## src/rtl/data_memory_unit.sv

```systemverilog
// rtl/data_memory_unit.sv - MEM-stage data memory with byte lanes, extension, handshake and clear engine
module data_memory_unit #(
  parameter int WORD_W = 32,
  parameter int ADDR_W = 8
) (
  input  logic              clk,
  input  logic              reset_n,
  input  logic              req_valid,
  output logic              req_ready,
  input  logic              MemRead,
  input  logic              MemWrite,
  input  logic [ADDR_W-1:0] addr,
  input  logic [1:0]        size,
  input  logic              load_signed,
  input  logic [WORD_W-1:0] write_data,
  input  logic              clear_start,
  output logic              clear_busy,
  output logic              rsp_valid,
  output logic [WORD_W-1:0] read_data,
  output logic              err
);

  localparam int BYTES  = WORD_W / 8;
  localparam int LANE_W = $clog2(BYTES);
  localparam int DEPTH  = (2 ** ADDR_W) / BYTES;
  localparam int IDX_W  = ADDR_W - LANE_W;

  typedef enum logic {IDLE, CLEAR} state_t;

  state_t             state, state_nxt;
  logic [IDX_W-1:0]   cnt;
  logic [WORD_W-1:0]  mem [DEPTH];

  logic               accept, legal, do_load, do_store, cnt_last;
  logic [IDX_W-1:0]   idx;
  logic [LANE_W-1:0]  lane;
  logic [3:0]         nbytes;
  logic [BYTES-1:0]   be;
  logic [WORD_W-1:0]  wdata_sh, rword, rsh, rext;
  logic               sign;

  assign accept   = req_valid && req_ready;
  assign idx      = addr[ADDR_W-1:LANE_W];
  assign lane     = addr[LANE_W-1:0];
  assign nbytes   = 4'd1 << size;
  assign legal    = (MemRead != MemWrite) && (int'(nbytes) <= BYTES)
                    && ((addr & ADDR_W'(nbytes - 4'd1)) == '0);
  assign do_load  = accept && legal && MemRead;
  assign do_store = accept && legal && MemWrite;
  assign cnt_last = (cnt == IDX_W'(DEPTH - 1));

  // Lane steering: stores shift data up into place, loads shift the word down and extend.
  always_comb begin
    wdata_sh = write_data << {lane, 3'b000};
    rword    = mem[idx];
    rsh      = rword >> {lane, 3'b000};
    sign     = 1'b0;
    be       = '0;
    rext     = '0;
    for (int b = 0; b < BYTES; b++) begin
      be[b] = (b >= int'(lane)) && (b < int'(lane) + int'(nbytes));
      if (b == int'(nbytes) - 1) sign = rsh[8*b+7];
    end
    for (int b = 0; b < BYTES; b++) begin
      rext[8*b +: 8] = (b < int'(nbytes)) ? rsh[8*b +: 8] : {8{sign & load_signed}};
    end
  end

  // Storage has no reset; a reset mid-clear leaves already-zeroed words as they are.
  always_ff @(posedge clk) begin
    if (state == CLEAR) begin
      mem[cnt] <= '0;
    end else if (do_store) begin
      for (int b = 0; b < BYTES; b++) begin
        if (be[b]) mem[idx][8*b +: 8] <= wdata_sh[8*b +: 8];
      end
    end
  end

  always_ff @(posedge clk or negedge reset_n) begin
    if (!reset_n) state <= IDLE;
    else          state <= state_nxt;
  end

  always_comb begin
    state_nxt = state;
    case (state)
      IDLE:    if (clear_start) state_nxt = CLEAR;
      CLEAR:   if (cnt_last)    state_nxt = IDLE;
      default: state_nxt = IDLE;
    endcase
  end

  always_comb begin
    req_ready  = (state == IDLE) && !clear_start;
    clear_busy = (state == CLEAR);
  end

  always_ff @(posedge clk or negedge reset_n) begin
    if (!reset_n) begin
      cnt       <= '0;
      rsp_valid <= 1'b0;
      err       <= 1'b0;
      read_data <= '0;
    end else begin
      rsp_valid <= do_load;
      err       <= accept && !legal;
      if (do_load) read_data <= rext;
      if (state == CLEAR) cnt <= cnt_last ? '0 : cnt + 1'b1;
    end
  end

endmodule

```

## config.mk

```make
export PLATFORM = sky130hd
export DESIGN_NAME = data_memory_unit
export DESIGN_NICKNAME = d
export VERILOG_FILES = /design/src/rtl/data_memory_unit.sv
export SDC_FILE = /design/constraint.sdc
export NUM_CORES = 2
export LEC_CHECK = 0
export CAP_MARGIN = 40
export CORE_ASPECT_RATIO = 1.5
export CORE_MARGIN = 2
export CORE_UTILIZATION = 50
export DETAILED_ROUTE_END_ITERATION = 6
export MAX_ROUTING_LAYER = met4
export PLACE_DENSITY = 0.7
export SETUP_SLACK_MARGIN = 0.05
export SYNTH_ARGS = -nofsm -noshare
export SYNTH_HDL_FRONTEND = slang
export SYNTH_SLANG_ARGS = --single-unit
```

## constraint.sdc

```tcl
create_clock -name clk -period 14.25 [get_ports clk]
set_clock_uncertainty 0.15 [all_clocks]
set_input_delay 4.275 -clock clk [delete_from_list [all_inputs] [get_ports clk]]
set_output_delay 4.275 -clock clk [all_outputs]
set_load 0.03 [all_outputs]
```

* Yosys cells after proc, flatten, opt, wreduce, memory -nomap -nowiden
Memory sizes are Yosys's and may differ from the RTL's.
Cells that the tools add are included.
** Word-level totals
- Bits in registers :: 41
- Memories kept :: 1
- Word-level logic and storage cells :: 82
- RAM bits :: 2048
- Output and inout port bits :: 36
- Bits of input ports :: 49
** Cells by class
- Add/sub/neg operators :: 4
- Mux-type cells :: 33
- Eq/ne operators :: 5
- Bitwise logic cells :: 3
- Reduce and logical (&&, ||, !) cells :: 16
- Shifts and indexed selects :: 3
- Order comparisons :: 12
** Memory list
- mem :: depth 64, bits a word 32, read ports 1, clocked after Yosys merged registers in 0, wr ports 1, line 32 : logic [WORD_W-1:0] mem [DEPTH];
** Operators by type and width (count)
- $logic_not 32->1 :: 1
- $lt 1x32->1 const A :: 1
- $lt 2x32->1 const A :: 1
- $lt 3x32->1 const A :: 1
- $mux 32 :: 1
- $mux 8 :: 4
- $reduce_or 32->1 :: 1
- $shl 32x5->32 :: 1
- $shr 32x5->32 :: 1
- $mux 1 :: 24
- $mux 6 :: 2
- $logic_and 1x1->1 :: 11
- $eq 3x5->1 const A :: 2
- $sub 4x1->5 const B :: 2
- $and 8x8->8 :: 1
- $logic_not 8->1 :: 1
- $lt 1x4->1 const A :: 2
- $lt 2x4->1 const A :: 2
- $add 6x1->6 const B :: 1
- $eq 6x6->1 const B :: 1
- $add 2x4->5 :: 1
- $eq 2x5->1 const A :: 1
- $lt 2x5->1 const A :: 1
- $ge 1x2->1 const A :: 2
- other kinds (9) :: 10

* Longest topological paths before layout
- Depth in word-level cells :: 12
- Depth in mapped cells :: 16
- Gate-level depth less buffers :: 12

* Worst setup path after synthesis
Ideal clock, no wire load.
- Path kind :: in2reg
- Start point :: input addr[1]
- End point :: memory mem[0][29] (data pin)
- Stages on the path :: 11
- Setup slack :: 4.318 ns
- Path buffers :: 5
- Library setup time :: 0.721 ns
- Data arrival time :: 9.061 ns
- Data required time :: 13.379 ns
- Cell sequence :: clkbuf_1 -> buf_4 -> clkbuf_1 -> xnor2_1 -> ha_1 -> nand2b_1 -> a21o_1 -> a31o_2 -> clkbuf_1 -> buf_1 -> a211oi_1
** On the way
- Longest elaborated chain between the ends :: 10
- Elaborated cells on any way between the ends :: 35
- Classes of those cells :: 1 x add/sub; 7 x order compare; 1 x shift; 17 x mux; 1 x bitwise; 8 x reduce/logical
** RTL lines
- from (decl) :: line 12 : input logic [ADDR_W-1:0] addr,
- branches (longest 9 deep; another with $lt 1x32->1)
- $mux 32 (no line) *
- to (decl) :: line 32
Mark *: on every way between the ends.

* Final worst setup path
- Start point :: input clear_start
- End point :: output req_ready
** On the way
- Longest elaborated chain between the ends :: 2
** RTL lines
- from (decl) :: line 16 : input logic clear_start,
- $logic_not 1->1 :: line 95 : req_ready = (state == IDLE) && !clear_start;
- $logic_and 1x1->1 :: line 95
- to (decl) :: line 9 : output logic req_ready,
No other way between the ends.

==> results.sh <==
export IMPL_synth_top_area_share_pct=74.42
export IMPL_cp_max_fo=3
export IMPL_finalHoldViolations=0
export IMPL_cp_top_family="buffers and inverters"
export IMPL_grt_pass1_vias=43070
export IMPL_maxSlewHeadroom_pct=32.97
export IMPL_cpPeakStageDelay_ns=0.70
export IMPL_cts_tree="built"
export IMPL_crit_arrival_ns=5.55
export IMPL_final_cell_mix="edfxtp_1 (2048), mux4_2 (429), nor2_1 (323)"
export IMPL_required_ns=9.82
export IMPL_p_total_w=0.01316
export IMPL_finalMaxSlewViolations=0
export IMPL_ioPinCount=85
export IMPL_htree_levels=4
export IMPL_placed_cell_area_mm2=0.08625
export IMPL_cts_buffer_depth=3
export IMPL_synth_seq_cells=2089
export IMPL_die_w_um=336.0
export IMPL_crit_chain="clkdlybuf4s50_1 > nor2_1 > clkdlybuf4s50_1"
export IMPL_synth_simple_area_share_pct=3.314
export IMPL_drv_cap=0
export IMPL_final_cell_area_mm2=0.09200
export IMPL_grtUsageTotal_pct=27.89
export IMPL_place_ws_ns=3.928
export IMPL_cts_sinks=2089
export IMPL_holdBufCountCts=0
export IMPL_gp_congestion=0.9708
export IMPL_ys_top_cells_by_area="edfxtp_1 (74%), mux4_2 (12%), mux2i_1 (2.3%)"
export IMPL_fin_crit_sh_pct=70.02
export IMPL_setup_ws_ns=4.272
export IMPL_whs_ns=0.3572
export IMPL_worstMarginPinSlew_ns=1.002
export IMPL_synth_compound_area_share_pct=4.117
export IMPL_root_buffer="clkbuf_16"
export IMPL_muxShareOfSynthArea_pct=14.89
export IMPL_ys_types=85
export IMPL_io_buffers=84
export IMPL_cts_setup_buffers=0
export IMPL_ys_warn_count=0
export IMPL_synth_cells=4102
export IMPL_clock_latency_ns=0.82
export IMPL_postCtsResizedCells=0
export IMPL_setup_viol=0
export IMPL_fillers=11920
export IMPL_cp_slowest_cell="clkdlybuf4s50_1"
export IMPL_start_util_pct=50.41
export IMPL_final_common_cell="edfxtp_1"
export IMPL_synth_area_mm2=0.08264
export IMPL_timing_worst_setup_path_type="in2out"
export IMPL_postSynthNetCount=4155
export IMPL_numCtsBuffers=173
export IMPL_synth_edf_count=2048
export IMPL_setup_tns_final_ns=0
export IMPL_wl_um=226800
export IMPL_path_clk_slew_ns=0.07
export IMPL_nets=4296
export IMPL_finalCriticalPeriod_ns=9.978
export IMPL_start_kind="input pin"
export IMPL_grt_pass1_wl_um=320100
export IMPL_drtIter0Drc=5834
export IMPL_drtAntennaViolNets=0
export IMPL_r2r_slack_ns=9.53
export IMPL_die_y_um=501.9
export IMPL_total_leakage_power_nw=32.40
export IMPL_hp_class="reg2reg"
export IMPL_yosysTopAreaCell="edfxtp_1"
export IMPL_synth_xor_xnor_area_share_pct=0.07419
export IMPL_area_growth_pct=11.32
export IMPL_wl_per_cell_um=34.86
export IMPL_synthArstFlopShare_pct=1.963
export IMPL_peakVddDrop_mv=0.09921
export IMPL_viasPerCell=6.557
export IMPL_power_density_mw_per_mm2=143.0
export IMPL_antenna_found_initial=4
export IMPL_synth_top_family_by_area="multiplexers"
export IMPL_critPathCaptureType="output pin"
export IMPL_max_freq_mhz=100.2
export IMPL_die_area_mm2=0.1686
export IMPL_vias=42670
export IMPL_drcViolationCount=0
export IMPL_coreArea_mm2=0.1640
export IMPL_cp_common_cell="clkdlybuf4s50_1"
export IMPL_dr_pass1_iters=6
export IMPL_drive_above_1_share_pct=20.89
export IMPL_grt_setup_unrepaired="no"
export IMPL_ys_flop_type="edfxtp_1"
export IMPL_rows=182
export IMPL_synth_avg_cell_area_um2=20.15
export IMPL_synth_adder_area_share_pct=0.06056
export IMPL_yosysSeqAreaShare_pct=75.66
export IMPL_place_hpwl_um=145400
export IMPL_path_buf_inv=2
export IMPL_outcome="finished clean"
export IMPL_grt_max_degree=97
export IMPL_grt_overflow_total=0
## power breakdown
group	internal (W)	switching (W)	total (W)
sequential	0.00693	0.0000718	0.00701
combinational	0.000320	0.000985	0.00130
clock	0.00267	0.00218	0.00485
total	0.00992	0.00324	0.0132
## through the flow
stage	std cells	util (%)
3_5_place_dp	6182	52.61
4_1_cts	6499	56.09
2_1_floorplan	4102	-
6_report	6507	56.11
5_1_grt	6503	56.11
3_3_place_gp	6157	52.37
## routing by layer
layer  wire [µm]  vias up  global-route usage, %
met4       14890        0                  15.46
met1       77680    22110                  33.35
met5           0        -                      -
li1            -    17280                      -
met3       23010      591                  5.870
met2      111300     2684                  44.45
## worst register-to-register path: cells and delay by family, from the launching register on
| kind | cells | cell delay (ns) |
|---|---|---|
| flops | 1 | 0.60 |
| simple gates | 5 | 1.92 |
| compound gates | 3 | 1.14 |
| buf+inv | 2 | 0.52 |
## area by class of cell
type                            instances  area [µm²]  area share, %
Antenna cell                            6       15.01        0.01632
Clock buffer                          219        4712          5.122
Clock inverter                         98        1001          1.088
Inverter                               12       47.55        0.05168
Multi-Input combinational cell       1754       19020          20.67
Sequential cell                      2089       62530          67.96
Tap cell                             2116        2648          2.878
Timing Repair Buffer                  213        2032          2.209
## kinds of logic (layout without fill, tap and decap cells)
logic type / after synthesis / after routing
AND/OR/NAND/NOR: 623 / 623
XOR/XNOR: 7 / 7
buffers and inverters: 259 / 542
multiplexers: 654 / 654
AO/OA/AOI/OAI: 466 / 466
flip-flops: 2089 / 2089
other: 0 / 6
adder cells (fa/ha/maj): 4 / 4
## worst paths after layout
kind / from / end / depth (start not counted)
max in group asynchronous: reset_n / read_data[10] / 2
worst min register to register: read_data[21] / read_data[21] / 2
worst min-delay path: read_data[21] / read_data[21] / 2
worst max-delay path: clear_start / req_ready / 3
min in group asynchronous: reset_n / read_data[23] / 1
worst max register to register: clear_busy / mem[29][10] / 10
## cell usage after synthesis (all sizes together), types with 14 or more instances
master and instances:
a211oi 28, a21oi 76, a221oi 19, a22o 27, a22oi 122, a31oi 21
buf 136, clkbuf 111, dfrtp 41, edfxtp 2048, mux2 16, mux2i 186
mux4 452, nand2 123, nand2b 15, nand3 22, nor2 342, nor2b 20
nor3 21, o21ai 30, o221ai 14, o22ai 48
## sequential cells by signal, summed over array words and instances (netlist names)
signal,cells
mem,2048
read_data,32
cnt,6
clear_busy,1
err,1
rsp_valid,1
No activity file was read; power rests on OpenSTA's default activity.
